`src/rtl/spi_cmd_rx.sv`:
```
// SPI mode-0 command receiver, oversampled in the pixel clock domain.
// Assembles fixed-length command packets from sck/sdi and presents them on a
// valid/ready port, while shifting a status byte back on sdo.
// Optional build macro: SPI_CMD_CHECKSUM_EN (adds a trailing XOR checksum byte
// per packet and a sticky chk_err output).
module spi_cmd_rx #(
  parameter int unsigned SYNC_STAGES = 2,
  parameter logic [4:0]  STATUS_PAD  = 5'b10101
) (
  input  logic       clk,
  input  logic       reset,
  input  logic       sck,
  input  logic       sdi,
  input  logic       ce,
  output logic       sdo,
  output logic       cmd_valid,
  input  logic       cmd_ready,
  output logic [7:0] cmd_op,
  output logic [7:0] cmd_x,
  output logic [7:0] cmd_y,
  output logic [7:0] cmd_data,
  output logic       overflow
`ifdef SPI_CMD_CHECKSUM_EN
  ,
  output logic       chk_err
`endif
);

`ifdef SPI_CMD_CHECKSUM_EN
  localparam int unsigned NumBytes = 5;
  localparam int unsigned ByteCntW = 3;
`else
  localparam int unsigned NumBytes = 4;
  localparam int unsigned ByteCntW = 2;
`endif

  typedef enum logic {StIdle, StActive} state_e;

  state_e state_q, state_d;

  logic [SYNC_STAGES-1:0] sck_sync_q, sdi_sync_q, ce_sync_q;
  logic                   sck_hist_q, ce_hist_q;
  logic                   sck_s, sdi_s, ce_s;
  logic                   sck_rise, sck_fall, ce_rise;
  logic                   frame_start, frame_end, in_frame;

  logic [2:0]          bit_cnt_q;
  logic [ByteCntW-1:0] byte_cnt_q;
  logic [7:0]          rx_shift_q, tx_shift_q;
  logic                sdo_q;
  logic [7:0]          stage_q [NumBytes-1];

  logic [7:0] rx_byte;
  logic       byte_done, pkt_done, chk_ok;
  logic [7:0] pkt_op, pkt_x, pkt_y, pkt_data;
  logic [7:0] status;

  logic       cmd_valid_q, cmd_valid_d;
  logic       overflow_q, overflow_d;
  logic       cmd_load;
  logic [7:0] cmd_op_q, cmd_x_q, cmd_y_q, cmd_data_q;
`ifdef SPI_CMD_CHECKSUM_EN
  logic       chk_err_q, chk_err_d;
`endif

  // Synchronizers on the async SPI pins plus edge-history flops.
  always_ff @(posedge clk or negedge reset) begin
    if (!reset) begin
      sck_sync_q <= '0;
      sdi_sync_q <= '0;
      ce_sync_q  <= '0;
      sck_hist_q <= 1'b0;
      ce_hist_q  <= 1'b0;
    end else begin
      sck_sync_q <= {sck_sync_q[SYNC_STAGES-2:0], sck};
      sdi_sync_q <= {sdi_sync_q[SYNC_STAGES-2:0], sdi};
      ce_sync_q  <= {ce_sync_q[SYNC_STAGES-2:0], ce};
      sck_hist_q <= sck_s;
      ce_hist_q  <= ce_s;
    end
  end

  assign sck_s    = sck_sync_q[SYNC_STAGES-1];
  assign sdi_s    = sdi_sync_q[SYNC_STAGES-1];
  assign ce_s     = ce_sync_q[SYNC_STAGES-1];
  assign ce_rise  = ce_s & ~ce_hist_q;
  assign sck_rise = in_frame & sck_s & ~sck_hist_q;
  assign sck_fall = in_frame & ~sck_s & sck_hist_q;

  // Frame state register.
  always_ff @(posedge clk or negedge reset) begin
    if (!reset) state_q <= StIdle;
    else        state_q <= state_d;
  end

  // Frame next-state: open on synchronized ce rise, close on ce low.
  always_comb begin
    state_d = state_q;
    unique case (state_q)
      StIdle:   if (ce_rise) state_d = StActive;
      StActive: if (!ce_s)   state_d = StIdle;
      default:  state_d = StIdle;
    endcase
  end

  // Frame control strobes.
  always_comb begin
    frame_start = (state_q == StIdle) && ce_rise;
    frame_end   = (state_q == StActive) && !ce_s;
    in_frame    = (state_q == StActive) && ce_s;
  end

  assign rx_byte   = {rx_shift_q[6:0], sdi_s};
  assign byte_done = sck_rise && (bit_cnt_q == 3'd7);
  assign pkt_done  = byte_done && (byte_cnt_q == ByteCntW'(NumBytes - 1));

  assign pkt_op = stage_q[0];
  assign pkt_x  = stage_q[1];
  assign pkt_y  = stage_q[2];
`ifdef SPI_CMD_CHECKSUM_EN
  assign pkt_data = stage_q[3];
  assign chk_ok   = ((stage_q[0] ^ stage_q[1] ^ stage_q[2] ^ stage_q[3]) == rx_byte);
  assign status   = {cmd_valid_q, overflow_q, chk_err_q, STATUS_PAD};
`else
  // The last byte goes straight to the command register, never to staging.
  assign pkt_data = rx_byte;
  assign chk_ok   = 1'b1;
  assign status   = {cmd_valid_q, overflow_q, 1'b0, STATUS_PAD};
`endif

  // Bit/byte counters, rx/tx shifters, staging registers and sdo.
  always_ff @(posedge clk or negedge reset) begin
    if (!reset) begin
      bit_cnt_q  <= '0;
      byte_cnt_q <= '0;
      rx_shift_q <= '0;
      tx_shift_q <= '0;
      sdo_q      <= 1'b0;
      for (int i = 0; i < int'(NumBytes) - 1; i++) stage_q[i] <= '0;
    end else if (frame_start) begin
      bit_cnt_q  <= '0;
      byte_cnt_q <= '0;
      tx_shift_q <= status;
      sdo_q      <= status[7];
    end else if (frame_end) begin
      bit_cnt_q  <= '0;
      byte_cnt_q <= '0;
      rx_shift_q <= '0;
      sdo_q      <= 1'b0;
    end else begin
      if (sck_rise) begin
        rx_shift_q <= rx_byte;
        bit_cnt_q  <= bit_cnt_q + 3'd1;
      end
      if (byte_done) begin
        for (int i = 0; i < int'(NumBytes) - 1; i++) begin
          if (byte_cnt_q == ByteCntW'(i)) stage_q[i] <= rx_byte;
        end
        byte_cnt_q <= pkt_done ? '0 : byte_cnt_q + ByteCntW'(1);
      end
      // A wrapped bit count on a fall means the previous byte is finished:
      // refresh the status so every byte reports current state.
      if (sck_fall) begin
        if (bit_cnt_q == 3'd0) begin
          tx_shift_q <= status;
          sdo_q      <= status[7];
        end else begin
          tx_shift_q <= {tx_shift_q[6:0], 1'b0};
          sdo_q      <= tx_shift_q[6];
        end
      end
    end
  end

  // Packet completion and valid/ready handshake next-state.
  always_comb begin
    cmd_valid_d = cmd_valid_q;
    overflow_d  = overflow_q;
    cmd_load    = 1'b0;
`ifdef SPI_CMD_CHECKSUM_EN
    chk_err_d   = chk_err_q;
`endif
    if (cmd_valid_q && cmd_ready) cmd_valid_d = 1'b0;
    if (pkt_done) begin
      if (!chk_ok) begin
`ifdef SPI_CMD_CHECKSUM_EN
        chk_err_d = 1'b1;
`endif
      end else if (pkt_op == 8'hFF) begin
        overflow_d = 1'b0;
`ifdef SPI_CMD_CHECKSUM_EN
        chk_err_d  = 1'b0;
`endif
      end else if (!cmd_valid_q || cmd_ready) begin
        cmd_load    = 1'b1;
        cmd_valid_d = 1'b1;
      end else begin
        overflow_d = 1'b1;
      end
    end
  end

  // Command output registers; survive ce deassertion.
  always_ff @(posedge clk or negedge reset) begin
    if (!reset) begin
      cmd_valid_q <= 1'b0;
      overflow_q  <= 1'b0;
      cmd_op_q    <= '0;
      cmd_x_q     <= '0;
      cmd_y_q     <= '0;
      cmd_data_q  <= '0;
`ifdef SPI_CMD_CHECKSUM_EN
      chk_err_q   <= 1'b0;
`endif
    end else begin
      cmd_valid_q <= cmd_valid_d;
      overflow_q  <= overflow_d;
`ifdef SPI_CMD_CHECKSUM_EN
      chk_err_q   <= chk_err_d;
`endif
      if (cmd_load) begin
        cmd_op_q   <= pkt_op;
        cmd_x_q    <= pkt_x;
        cmd_y_q    <= pkt_y;
        cmd_data_q <= pkt_data;
      end
    end
  end

  assign sdo       = sdo_q;
  assign cmd_valid = cmd_valid_q;
  assign overflow  = overflow_q;
  assign cmd_op    = cmd_op_q;
  assign cmd_x     = cmd_x_q;
  assign cmd_y     = cmd_y_q;
  assign cmd_data  = cmd_data_q;
`ifdef SPI_CMD_CHECKSUM_EN
  assign chk_err   = chk_err_q;
`endif

endmodule
```
`config.mk`:
```
export PLATFORM = sky130hd
export DESIGN_NAME = spi_cmd_rx
export DESIGN_NICKNAME = d
export VERILOG_FILES = /design/src/rtl/spi_cmd_rx.sv
export SDC_FILE = /design/constraint.sdc
export NUM_CORES = 1
export LEC_CHECK = 0
export CAP_MARGIN = 20
export CELL_PAD_IN_SITES_DETAIL_PLACEMENT = 0
export CELL_PAD_IN_SITES_GLOBAL_PLACEMENT = 1
export CORE_ASPECT_RATIO = 0.9
export CORE_MARGIN = 2
export CORE_UTILIZATION = 44
export CTS_CLUSTER_DIAMETER = 30
export DETAILED_ROUTE_END_ITERATION = 12
export PLACE_DENSITY = 0.75
export REMOVE_ABC_BUFFERS = 1
export SYNTH_ARGS = -nofsm -noshare
export SYNTH_HDL_FRONTEND = slang
export SYNTH_SLANG_ARGS = --single-unit
```
`constraint.sdc`:
```
create_clock -name clk -period 3.73 [get_ports clk]
set_input_delay 0.746 -clock clk [delete_from_list [all_inputs] [get_ports clk]]
set_output_delay 0.746 -clock clk [all_outputs]
set_load 0.02 [all_outputs]
```
# [Word level (Yosys, flattened, before mapping)]
# Cells that the tools add are included.
[totals] out_inout_bits=35 romBits=0 ram_bits=0 n_memories=0 latch_bits=0 input_bits=6 elab_cells=91 ff_bits=87
[classes] bitwise_logic=11 eq_ne=7 n_reduce_logical=22 mux=29 order_cmp=0 n_addsub=2 mul=0 div_mod_pow=0 shift=0
[ops] cell="$mux 7" n=6
[ops] cell="$mux 1" n=15
[ops] cell="$reduce_and 4->1" n=3
[ops] cell="$mux 3" n=3
[ops] cell="$reduce_bool 3->1" n=3
[ops] cell="$eq 8x8->1 const B" n=1
[ops] cell="$mux 2" n=4
[ops] cell="$logic_and 1x1->1" n=6
[ops] cell="$not 1->1" n=6
[ops] cell="$reduce_and 2->1" n=3
[ops] cell="$and 1x1->1" n=5
[ops] cell="$eq 2x2->1 const B" n=2
[ops] cell="$ne 2x2->1 const B" n=2
[ops] cell="$reduce_bool 2->1" n=2
[ops] cell="$add 3x1->3 const B" n=1
[ops] cell="$eq 3x3->1 const B" n=1
[ops] cell="$logic_not 3->1" n=1
[ops] cell="$add 2x1->2 const B" n=1
[ops] cell="$eq 2x1->1 const B" n=1
[ops] cell="$logic_not 1->1" n=2
[ops] cell="$logic_not 2->1" n=1
[ops] cell="$pmux 1 s2" n=1
[ops] cell="$logic_or 1x1->1" n=1

# [Depth between registers and ports, before layout]
[logic_depth] depth_word=9 ltp_mapped=8 depth_no_buf=6

# [Worst setup path before layout]
# Ideal clock, no wire load.
[synth_path] path_type="flip-flop to flip-flop" start="register bit_cnt_q[1]" end="register cmd_data_q[2] (netlist: cmd_data[2])" stages_incl_launch_ff=9 arrival_time_ns=1.833 path_buffers=2 synth_period_minus_slack_ns=1.960 slack_ns=1.770 cell_sequence="dfrtp_1 -> ha_1 -> ha_1 -> inv_1 -> nor3_4 -> and4bb_1 -> buf_2 -> buf_6 -> mux2_1"
[synth_between] elab_chain_cells=4
[synth_rtl] item="start: declaration" line="47" rtl="logic [2:0] bit_cnt_q;"
[synth_rtl] item="start signal: assignment" line="153" rtl="bit_cnt_q <= bit_cnt_q + 3'd1;"
[synth_rtl] item="$eq 3x3->1" line="114" rtl="assign byte_done = sck_rise && (bit_cnt_q == 3'd7);"
[synth_rtl] item="$logic_and 1x1->1" line="114"
[synth_rtl] item="$logic_and 1x1->1" line="115" rtl="assign pkt_done = byte_done && (byte_cnt_q == ByteCntW'(NumBytes - 1));"
[synth_rtl] item="$mux 1" line="184" rtl="if (pkt_done) begin"
[synth_rtl] item="end signal: assignment" line="225" rtl="cmd_data_q <= pkt_data;"
[synth_rtl] item="end: declaration" line="61" rtl="logic [7:0] cmd_op_q, cmd_x_q, cmd_y_q, cmd_data_q;"
# No other way between the ends.
# A chain may end at the register's enable or synchronous reset.

# [Worst setup path after layout]
[layout_path] start="register sck_hist_q" end="register cmd_data_q[1] (netlist: cmd_data[1])"
[layout_between] elab_chain_cells=5
[layout_rtl] item="start: declaration" line="42" rtl="logic sck_hist_q, ce_hist_q;"
[layout_rtl] item="start signal: assignment" line="78" rtl="sck_hist_q <= sck_s;"
[layout_rtl] item="$not 1->1" line="87" rtl="assign sck_rise = in_frame & sck_s & ~sck_hist_q;"
[layout_rtl] item="$and 1x1->1" line="87"
[layout_rtl] item="$logic_and 1x1->1" line="114"
[layout_rtl] item="$logic_and 1x1->1" line="115"
[layout_rtl] item="$mux 1" line="184"
# No other way between the ends.

==> metrics.txt <==
run status=finished, final reports clean; gr usage total=16.1%; DRT Wirelength=6090 um; hold buffer count at cts=0; Num CTS Buffers=9; Yosys cell types=34; CP max FO=32; Horiz. Die Dim=97.6 um; Hold Path Class=in -> async; routed len/inst=15.5 um; Clock Pin Slew Worst Setup and Hold Paths=80 ps; setup TNS=0 ps; pwr/cell area=430 nW/um^2; Setup WS post-layout=1280 ps; peak supply drop=0.264 mV; Max-Cap Viols=0; TritonCTS sink count=87; synthesis warning total=0; post-cts repair resize count=0; CP startpoint kind=flip-flop; Place WS=1280 ps; Starting DRT DRC Count=121; Mapped Cells=246; Worst EP arrival=2700 ps; Max Freq=409 MHz; largest net degree at the start of global routing=88; DRC viols=0; Syn Std Cell Area=3470 sq um; Max clock buf depth=2; met1 usage=23.1%; crit end category=flip-flop; IO Pins=41; Diodes inserted=0; CORE AREA=7580 sq um; Routed Antenna Nets=0; sequential share of the synthesized area=62.7%; Crit Path Class=reg -> reg; vias per cell=5.23; Final setup viols=0; Mapped Avg Cell Area=14.1 sq um; RSZ-0062 raised after global routing=false; Least-Margin Pin Slew=710 ps; share of post-route cells with drive strength above 1=15.8%; met2 GRT Util=23.0%; first-pass GRT wire length=10800 um; H-tree levels=3; router iterations before antenna repair=4; Layout area overhead=20.3%; DIE HEIGHT=88.3 um; Hold Worst Slack=321 ps; crit share post-route=65.6%; WP data required=3990 ps; Design Area, Final=4180 sq um; Core Rows=30; Worst slew margin=52.3%; Post-CTS Setup Bufs=0; GP Congestion=0.749; M3 GR Usage=4.58%; Tmin final=2450 ps; CTS tree=built; initial core utilization=45.8%; GRT busiest layer=met1; GRT overflow=0; nets=306; clock root cell=clkbuf_8; latest clock arrival within the worst-skew pair=370 ps; vias in the first global route=2148; Final Max Tran Viols=0; most frequent cells in the layout=dfrtp_1 (87), clkdlybuf4s50_1 (39), mux2_1 (30); IO Port Bufs=40; antenna violations before repair=0; Pleak=1.98 nW; Clock Skew=7.97 ps; vias post-DR=2062; post-synthesis register bit count=87; placed instance area=3950 sq um; Final Hold Vio Count=0; full die area=8620 sq um; DP HPWL=3940 um; most common cell after layout, fill and taps aside=dfrtp_1
## synthesized netlist by cell type (all sizes together)
cell	number	area [sq um]
dfrtp	87	2180
mux2	56	631
nand2	15	58.8
nor2	9	33.8
a21oi	8	40.0
a22oi	7	52.6
ha	7	87.6
inv	7	26.3
o21ai	7	35.0
o2bb2ai	7	61.3
buf	5	42.5
mux2i	4	40.0
nor3	4	31.3
a31oi	3	18.8
nand2b	3	18.8
nand3	3	15.0
nand4	2	12.5
a2bb2oi	1	8.76
and4bb	1	12.5
clkbuf	1	3.75
clkinv	1	3.75
nand4b	1	8.76
nor2b	1	6.26
o21a	1	7.51
o22a	1	8.76
o22ai	1	6.26
or3	1	6.26
or3b	1	8.76
xnor2	1	8.76
## through the flow
stage / total power [W] / utilization, % / cells
2_1_floorplan: 0.00110 / - / 240
3_3_place_gp: 0.00116 / 52.1 / 377
3_5_place_dp: 0.00116 / 52.1 / 377
4_1_cts: 0.00182 / 54.7 / 393
5_1_grt: 0.00189 / 55.1 / 394
6_report: 0.00180 / 55.1 / 394
## layer usage
layer	part of all wire, %	vias up
li1	-	981
met1	50	1041
met2	44	33
met3	4.4	7
met4	1.6	0
met5	0	-
## logic make-up (layout without fill, tap and decap cells)
| family | after synthesis | count (layout) | share of synthesized area, % |
|---|---|---|---|
| xor+xnor | 1 | 1 | 0.252 |
| fa+ha+maj | 7 | 7 | 2.52 |
| mux | 60 | 60 | 19.3 |
| simple gates | 41 | 41 | 6.13 |
| flops | 87 | 87 | 62.7 |
| buf+inv | 14 | 66 | 2.20 |
| compound gates | 36 | 36 | 6.88 |
## area by class of cell
type	instances	area, sq um
clock buffer	11	141
clock inverter	5	57.6
fill	636	3400
inverter	8	30.0
multi-input combinational	145	1220
sequential	87	2180
tap	96	120
timing repair buffer	42	433
## registers in the layout (all words and copies together), names as in the netlist, 2 cells and up
register,cells
bit_cnt_q,3
byte_cnt_q,2
ce_sync_q,2
cmd_data,8
cmd_op,8
cmd_x,8
cmd_y,8
pkt_op,8
pkt_x,8
pkt_y,8
rx_shift_q,7
sck_sync_q,2
sdi_sync_q,2
tx_shift_q,7
## worst paths after layout
| kind | startpoint | depth (start not counted) | slack [ps] | to |
|---|---|---|---|---|
| worst max-delay path | sck_hist_q$_DFF_PN0_ | 5 | 1280 | cmd_data[1]$_DFFE_PN0P_ |
| worst min-delay path | reset | 1 | 320 | cmd_data[3]$_DFFE_PN0P_ |
| worst max register to register | sck_hist_q$_DFF_PN0_ | 5 | 1280 | cmd_data[1]$_DFFE_PN0P_ |
| worst min register to register | ce_sync_q[0]$_DFF_PN0_ | 0 | 350 | ce_sync_q[1]$_DFF_PN0_ |
| max in group asynchronous | reset | 2 | 2800 | tx_shift_q[6]$_DFFE_PN0P_ |
| min in group clk | ce_sync_q[0]$_DFF_PN0_ | 0 | 350 | ce_sync_q[1]$_DFF_PN0_ |
## worst max-delay path, cell delays in order (launching register included)
cell and delay [ps]:
dfrtp_1 400, nand2b_1 430, nor3_4 470, and4bb_1 250
buf_4 390, mux2_2 380
## report_power, final
| group | internal, W | switching [W] |
|---|---|---|
| logic | 0.0000487 | 0.0000566 |
| clock network | 0.000326 | 0.000325 |
| registers | 0.000981 | 0.0000599 |
| total | 0.00136 | 0.000442 |
(Power assumes the default switching activity.)
